[src/rtl/pid_pkg.sv]
// Shared widths, defaults and saturation helper for the PID datapath.
package pid_pkg;

    localparam int unsigned ERR_W   = 11;
    localparam int unsigned DIFF_W  = 8;
    localparam int unsigned COEFF_W = 7;
    localparam int unsigned DEPTH   = 2;

    localparam logic [COEFF_W-1:0] D_COEFF_DFLT = 7'h38;

    // Clamp a sign-extended in_w-bit value to the signed out_w-bit range.
    function automatic logic signed [31:0] sat_signed(input logic signed [31:0] x,
                                                      input int unsigned in_w,
                                                      input int unsigned out_w);
        logic signed [31:0] hi;
        logic signed [31:0] lo;
        hi = (32'sd1 <<< (out_w - 1)) - 32'sd1;
        lo = -(32'sd1 <<< (out_w - 1));
        if (in_w <= out_w) return x;
        if (x > hi) return hi;
        if (x < lo) return lo;
        return x;
    endfunction

endpackage

[src/rtl/err_hist.sv]
// Ring buffer of the last DEPTH accepted error samples; exposes the oldest entry.
module err_hist import pid_pkg::*; #(
    parameter int unsigned ERR_W = pid_pkg::ERR_W,
    parameter int unsigned DEPTH = pid_pkg::DEPTH
) (
    input  logic             clk,
    input  logic             rst_n,
    input  logic             clr,
    input  logic             push,
    input  logic [ERR_W-1:0] din,
    output logic [ERR_W-1:0] oldest,
    output logic             primed
);

    localparam int unsigned PTR_W  = (DEPTH > 1) ? $clog2(DEPTH) : 1;
    localparam int unsigned FILL_W = $clog2(DEPTH + 1);
    localparam int unsigned SLOTS  = 2 ** PTR_W;

    localparam logic [PTR_W-1:0]  LAST = PTR_W'(DEPTH - 1);
    localparam logic [FILL_W-1:0] FULL = FILL_W'(DEPTH);

    // Storage is rounded up to a power of two; slots past LAST are never addressed.
    logic [ERR_W-1:0]  hist_q [SLOTS];
    logic [PTR_W-1:0]  wp_q;
    logic [FILL_W-1:0] fill_q;

    always_ff @(posedge clk or negedge rst_n) begin
        if (!rst_n) begin
            for (int i = 0; i < SLOTS; i++) hist_q[i] <= '0;
            wp_q   <= '0;
            fill_q <= '0;
        end else if (clr) begin
            for (int i = 0; i < SLOTS; i++) hist_q[i] <= '0;
            wp_q   <= '0;
            fill_q <= '0;
        end else if (push) begin
            hist_q[wp_q] <= din;
            wp_q         <= (wp_q == LAST) ? '0 : wp_q + 1'b1;
            if (fill_q != FULL) fill_q <= fill_q + 1'b1;
        end
    end

    assign oldest = hist_q[wp_q];
    assign primed = (fill_q == FULL);

endmodule

[src/rtl/d_term_pipe.sv]
// Two-stage derivative term: saturated err - err[n-DEPTH], scaled by d_coeff.
module d_term_pipe import pid_pkg::*; #(
    parameter int unsigned ERR_W   = pid_pkg::ERR_W,
    parameter int unsigned DIFF_W  = pid_pkg::DIFF_W,
    parameter int unsigned COEFF_W = pid_pkg::COEFF_W,
    parameter int unsigned DEPTH   = pid_pkg::DEPTH
) (
    input  logic                      clk,
    input  logic                      rst_n,
    input  logic [ERR_W-1:0]          err_sat,
    input  logic                      err_vld,
    input  logic                      clr,
    input  logic [COEFF_W-1:0]        d_coeff,
    output logic [DIFF_W+COEFF_W-1:0] D_term,
    output logic                      D_vld,
    output logic                      primed
);

    localparam int unsigned PROD_W = DIFF_W + COEFF_W;

    logic [ERR_W-1:0]         oldest;
    logic signed [ERR_W:0]    diff;
    logic signed [DIFF_W-1:0] diff_sat;
    logic signed [DIFF_W-1:0] diff_q;
    logic signed [PROD_W-1:0] mul_a;
    logic signed [PROD_W-1:0] mul_b;
    logic signed [PROD_W-1:0] prod;
    logic                     v1_q;
    logic [PROD_W-1:0]        d_term_q;
    logic                     d_vld_q;

    err_hist #(
        .ERR_W (ERR_W),
        .DEPTH (DEPTH)
    ) u_hist (
        .clk    (clk),
        .rst_n  (rst_n),
        .clr    (clr),
        .push   (err_vld),
        .din    (err_sat),
        .oldest (oldest),
        .primed (primed)
    );

    // One extra bit keeps the subtraction exact; unprimed samples give no kick.
    always_comb begin
        diff     = $signed({err_sat[ERR_W-1], err_sat}) - $signed({oldest[ERR_W-1], oldest});
        diff_sat = primed ? DIFF_W'(sat_signed(32'(diff), ERR_W + 1, DIFF_W)) : '0;
        mul_a    = PROD_W'(diff_q);
        mul_b    = PROD_W'({1'b0, d_coeff});
        prod     = mul_a * mul_b;
    end

    always_ff @(posedge clk or negedge rst_n) begin
        if (!rst_n) begin
            v1_q     <= 1'b0;
            diff_q   <= '0;
            d_vld_q  <= 1'b0;
            d_term_q <= '0;
        end else if (clr) begin
            v1_q     <= 1'b0;
            diff_q   <= '0;
            d_vld_q  <= 1'b0;
            d_term_q <= '0;
        end else begin
            v1_q    <= err_vld;
            if (err_vld) diff_q <= diff_sat;
            d_vld_q <= v1_q;
            if (v1_q) d_term_q <= prod;
        end
    end

    assign D_term = d_term_q;
    assign D_vld  = d_vld_q;

endmodule
[config.mk]
export PLATFORM = sky130hd
export DESIGN_NAME = d_term_pipe
export DESIGN_NICKNAME = d
export VERILOG_FILES = /design/src/rtl/pid_pkg.sv /design/src/rtl/err_hist.sv /design/src/rtl/d_term_pipe.sv
export SDC_FILE = /design/constraint.sdc
export NUM_CORES = 1
export LEC_CHECK = 0
export CELL_PAD_IN_SITES_DETAIL_PLACEMENT = 2
export CELL_PAD_IN_SITES_GLOBAL_PLACEMENT = 2
export CORE_MARGIN = 2
export CORE_UTILIZATION = 35
export CTS_BUF_LIST = sky130_fd_sc_hd__clkbuf_8
export CTS_CLUSTER_DIAMETER = 30
export DETAILED_ROUTE_END_ITERATION = 16
export HOLD_SLACK_MARGIN = 0.03
export PLACE_DENSITY_LB_ADDON = 0.1
export SYNTH_ARGS = -nofsm -noshare
export SYNTH_HDL_FRONTEND = slang
export SYNTH_SLANG_ARGS = --single-unit
[constraint.sdc]
create_clock -name clk -period 4.3 [get_ports clk]
set_input_delay 0.86 -clock clk [delete_from_list [all_inputs] [get_ports clk]]
set_output_delay 0.86 -clock clk [all_outputs]
set_load 0.05 [all_outputs]
# Word-level counts from Yosys, hierarchy flattened
# Cells that the tools add are included.
[op_classes]
addsub = 3
multipliers = 1
n_lt_le_gt_ge = 4
eq_ne = 2
muxes = 28
n_bitwise = 1
reduce_logical = 5
[ops]
columns = ["op", "count"]
rows = [
  ["$mux W8", 7],
  ["$mux W11", 4],
  ["$mux W22", 2],
  ["$mux W15", 2],
  ["$bwmux W22", 1],
  ["$mul A8 B8 Y15", 1],
  ["$gt A12 B8 Y1 const B", 1],
  ["$lt A12 B8 Y1 const B", 1],
  ["$sub A11 B11 Y12", 1],
  ["$demux W11 S1", 1],
  ["$mux W1", 8],
  ["$mux W2", 3],
  ["$reduce_bool A2 Y1", 3],
  ["$add A2 B1 Y2 const B", 1],
  ["$eq A2 B2 Y1 const B", 1],
  ["$ge A2 B2 Y1 const B", 1],
  ["$lt A2 B1 Y1 const B", 1],
  ["$ne A2 B2 Y1 const B", 1],
  ["$not A1 Y2", 1],
  ["$reduce_and A2 Y1", 1],
  ["$add A1 B1 Y1 const B", 1],
  ["$logic_and A1 B1 Y1", 1],
]
[word_totals]
reg_bits = 50
inputBits = 22
elab_cells = 52

# Longest topological paths before layout
# Gate-level depths: netlist of the first run.
[logic_depth]
ltp_word = 13
ltp_mapped = 16

# Cells and area by module
# A second synthesis of the first run with hierarchy kept.
[hier_totals]
hier_cells = 541
hier_area_um2 = 5186.2
[by_module_without_submodules]
columns = ["module", "n_inst", "cells_per_inst", "area_each_um2", "seq_area_each_um2"]
rows = [
  ["d_term_pipe", 1, 426, 3824.9, 625.6],
  ["err_hist", 1, 115, 1361.3, 625.6],
]

# Worst setup path before layout of the first run
# Ideal clock, no wire load.
[synth_path]
kind = "input -> register"
startpoint = "input port d_coeff[4]"
endpoint = "register d_term_q[14] (netlist: D_term[14])"
setup_ps = 126
arrival_ps = 4454
required_time_ps = 4174
slack_ps = -280
stages = 13
path_cell_list = "and2_1 fa_1 fa_1 fa_1 inv_1 fa_1 inv_1 ha_1 a21o_1 a31o_1 a41oi_1 a21oi_1 a221o_1"
[synth_via]
elab_chain_len = 3
[synth_rtl]
columns = ["element", "line", "text"]
rows = [
  ["start, declared", "d_term_pipe.sv:13", "input logic [COEFF_W-1:0] d_coeff,"],
  ["$mul A8 B8 Y15", "d_term_pipe.sv:51", "prod = mul_a * mul_b;"],
  ["$mux W15", "d_term_pipe.sv:69", "if (v1_q) d_term_q <= prod;"],
  ["$mux W15", "d_term_pipe.sv:60", "end else if (clr) begin"],
  ["end signal, assigned", "d_term_pipe.sv:69", ""],
  ["end, declared", "d_term_pipe.sv:29", "logic [PROD_W-1:0] d_term_q;"],
]
# No other way between the ends. The select of a mux whose other input is x is not followed.
# A chain may end at the register's enable or synchronous reset.

# Worst setup path in the final report of the first run
[layout_path]
startpoint = "input port d_coeff[2]"
endpoint = "register d_term_q[14] (netlist: D_term[14])"
# The elaborated chain is that of the path after synthesis.

==> results of run 1 <==
==> stage by stage <==
step / util, % / hold slack, ns / setup slack, ns / TNS, ns
global route: 44.1 / 0.475 / -0.184 / -0.624
CTS: 43.6 / 0.467 / -0.0751 / -0.164
global placement: 42.5 / 0.494 / -0.907 / -5.80
detailed placement: 42.5 / 0.501 / -1.03 / -6.91
floorplan: - / 0.484 / -0.00336 / -0.00336
finish: 44.1 / 0.464 / -0.0283 / -0.0508
==> registers in the layout, summed over array words and instances, names as in the netlist <==
name           count
v1_q               1
u_hist.hist_q     22
D_vld              1
u_hist.fill_q      2
D_term            15
u_hist.wp_q        1
diff_q             8
==> area by class of cell <==
| cell class | instances | share of cell area, % |
|---|---|---|
| multi-input combinational | 404 | 57.7 |
| sequential | 50 | 20.4 |
| timing repair buffer | 80 | 11.7 |
| inverter | 80 | 4.90 |
| tap | 180 | 3.68 |
| clock buffer | 5 | 1.12 |
| clock inverter | 3 | 0.470 |
==> routing by layer <==
layer / global-route usage, % / up-vias / part of all wire, %
met5: 0 / - / 0
li1: - / 1907 / -
met4: 5.47 / 0 / 1.6
met1: 23.7 / 2017 / 43
met2: 37.1 / 42 / 53
met3: 1.98 / 15 / 2.0
==> synthesized netlist by cell type, types with 3 or more instances <==
cell | n | area share, %
a21o_1 | 6 | 0.91
a21oi_1 | 37 | 3.7
a31o_1 | 3 | 0.53
and2_1 | 46 | 5.8
clkbuf_1 | 12 | 0.91
dfrtp_1 | 50 | 25
fa_1 | 45 | 18
ha_1 | 43 | 11
inv_1 | 80 | 6.1
mux2i_1 | 21 | 4.2
nand2_1 | 74 | 5.6
nand2b_1 | 9 | 1.1
nand3_1 | 3 | 0.30
nor2_1 | 29 | 2.2
nor2b_1 | 4 | 0.50
nor3_1 | 3 | 0.30
o21ai_0 | 5 | 0.50
o21ai_1 | 9 | 0.91
o21bai_1 | 3 | 0.45
xnor2_1 | 17 | 3.0
xor2_1 | 3 | 0.53
==> critical path: cells and delay by family <==
kind            cells  cell delay, ns
fa+ha+maj           5            2.20
compound gates      5            1.01
buf+inv             5            0.32
simple gates        1            0.13
==> power by group <==
group	total [mW]	internal, mW	switching [mW]
combinational	0.334	0.144	0.190
sequential	0.502	0.487	0.0154
clock	0.302	0.121	0.181
==> how the worst min path moves through the flow <==
stage | from | to | slack [ns] | depth (start not counted)
global placement | D_term[12] | D_term[12] | 0.49 | 2
CTS | rst_n | u_hist.hist_q[2] | 0.47 | 1
detailed placement | D_term[13] | D_term[13] | 0.50 | 2
global route | rst_n | u_hist.hist_q[13] | 0.48 | 1
floorplan | u_hist.fill_q[1] | u_hist.fill_q[1] | 0.48 | 2
finish | rst_n | u_hist.hist_q[2] | 0.46 | 1
==> logic make-up (layout without fill, tap and decap cells) <==
family                   after synthesis  count (layout)  share of synthesized area [%]
AND/OR/NAND/NOR                      187             187                           18.8
buffers and inverters                 95             168                           7.41
adder cells (fa/ha/maj)               88              88                           29.0
AO/OA/AOI/OAI                         85              85                           11.1
flip-flops                            50              50                           25.2
multiplexers                          24              24                           4.92
XOR/XNOR                              20              20                           3.53
==> timing repair <==
item / in CTS / in global routing
setup buffers: 3 / 2
gates resized for setup: 43 / 16
pin swaps: 13 / 15
hold buffers: 0 / 0
endpoints found under the setup margin: 8 / 5
==> results.yml, run 1 <==
setup_path:
  cp_max_fo: 8
  cp_slowest_cell: "fa_1"
  end_kind: "register"
  path_common_cell: "fa_1"
  critPathArrivalTime_ns: 4.53
  cp.required_ns: 4.50
  cp-start-kind: "input pin"
  startpoint: "d_coeff[2]"
  endpoint: "D_term[14]"
  critPathKind: "input pin to register"
  worst-r2r-setup-slack_ns: 0.06
  crit_chain: "buf_12 > and2_4 > fa_1 > inv_2 > fa_1 > inv_1 > fa_1 > inv_2 > fa_1 > inv_2 > ha_4 > a21o_1 > a31o_1 > a41oi_2 > a21oi_2 > a221o_1"
  r2r-end: "D_term[14]"
  worstReg2RegStart: "diff_q[7]"
  rr_worst_depth: 14
  cpPeakStageDelay_ns: 0.55
cells_and_area:
  diodes: 0
  nets: 731
  area_growth_pct: 23.4
  fin_cells: 802
  final_area_mm2: 0.00613
  final_cell_mix: "74 x inv_1, 71 x nand2_1, 50 x dfrtp_1"
  multi_input_area_mm2: 0.00354
  ff_latch_area_mm2: 0.00125
  drive_gt1_share_pct: 16.4
  mostFrequentLayoutCell: "inv_1"
  filler_cell_count: 1525
logic_synthesis:
  syn_inst: 549
  yosysWarningCount: 0
  synthFlopType: "dfrtp_1"
  syn_area_mm2: 0.00496
  synth.avg_cell_area_um2: 9.04
  synthArstFlopShare_pct: 100
  syn_nets: 659
  synth_enable_flop_cells: 0
  ys_ff_latch: 50
  ys_types: 57
  ys_seq_area_share_pct: 25.2
clocking:
  clockBufferDepth: 2
  worst_skew_pair.late_latency_ns: 0.32
  cts_sinks: 50
  cts_buffers: 5
  clkTransAtPathRegs_ns: 0.11
  htree_num_levels: 2
  cts_tree: "done"
  root_buffer: "clkbuf_8"
sta:
  timing.fmax_mhz: 231
  grt_setup_unrepaired: "true"
  slew_headroom_pct: 41.4
  hold_violations: 0
  period_share_pct: 101
  worstMarginPinSlew_ns: 0.879
  min_period_ns: 4.33
  drv_slew: 0
  finalSetupViolations: 2
  finalClockSkew_ns: 0.00905
  fin_ws_ns: -0.0283
power:
  finalPower_mw: 1.14
  leakagePower_nw: 2.93
  powerDensity_mw_per_mm2: 186
  vdd_drop_max_v: 0.000177
floorplan:
  ios: 39
  dieArea_mm2: 0.0151
  start_util_pct: 35.7
  die_h_um: 123
  rows: 43
  die_w_um: 123
  design.core.area_mm2: 0.0139
place:
  numPlacedInstances: 789
  place_congestion: 0.809
  io_buffers: 38
  dpl.hpwl_mm: 11.4
  dpl_cell_area_mm2: 0.00590
drt:
  drt_iter0_drc: 107
  drc: 0
  routed_via_density: 4.96
  route.antenna.remaining_nets: 0
  avgRoutedWirePerCell_um: 17.1
  detail_route.first_pass.iterations: 4
  finalWirelength_mm: 13.7
  vias: 3981
global_routing:
  track_usage_pct: 19.7
  grt_max_degree: 44
  grt_pass1_wl_mm: 23.3
  grt_pass1_vias: 4664
  grt_overflow: 0
  antenna_found_initial: 0
outcome:
  status: "complete, but fails checks"
  violations: "negative setup slack"
job:
  maxCapViolCount: 0
hold_path:
  worstHoldPathType: "input pin to async pin"
No activity file was read; power rests on OpenSTA's default activity.
==> run 2, diff against run 1 <==
Settings changed: HOLD_SLACK_MARGIN 0.03 to unset.
==> results of run 2 <==
No change in the layout: final DEF, timing and power equal those of run 1.
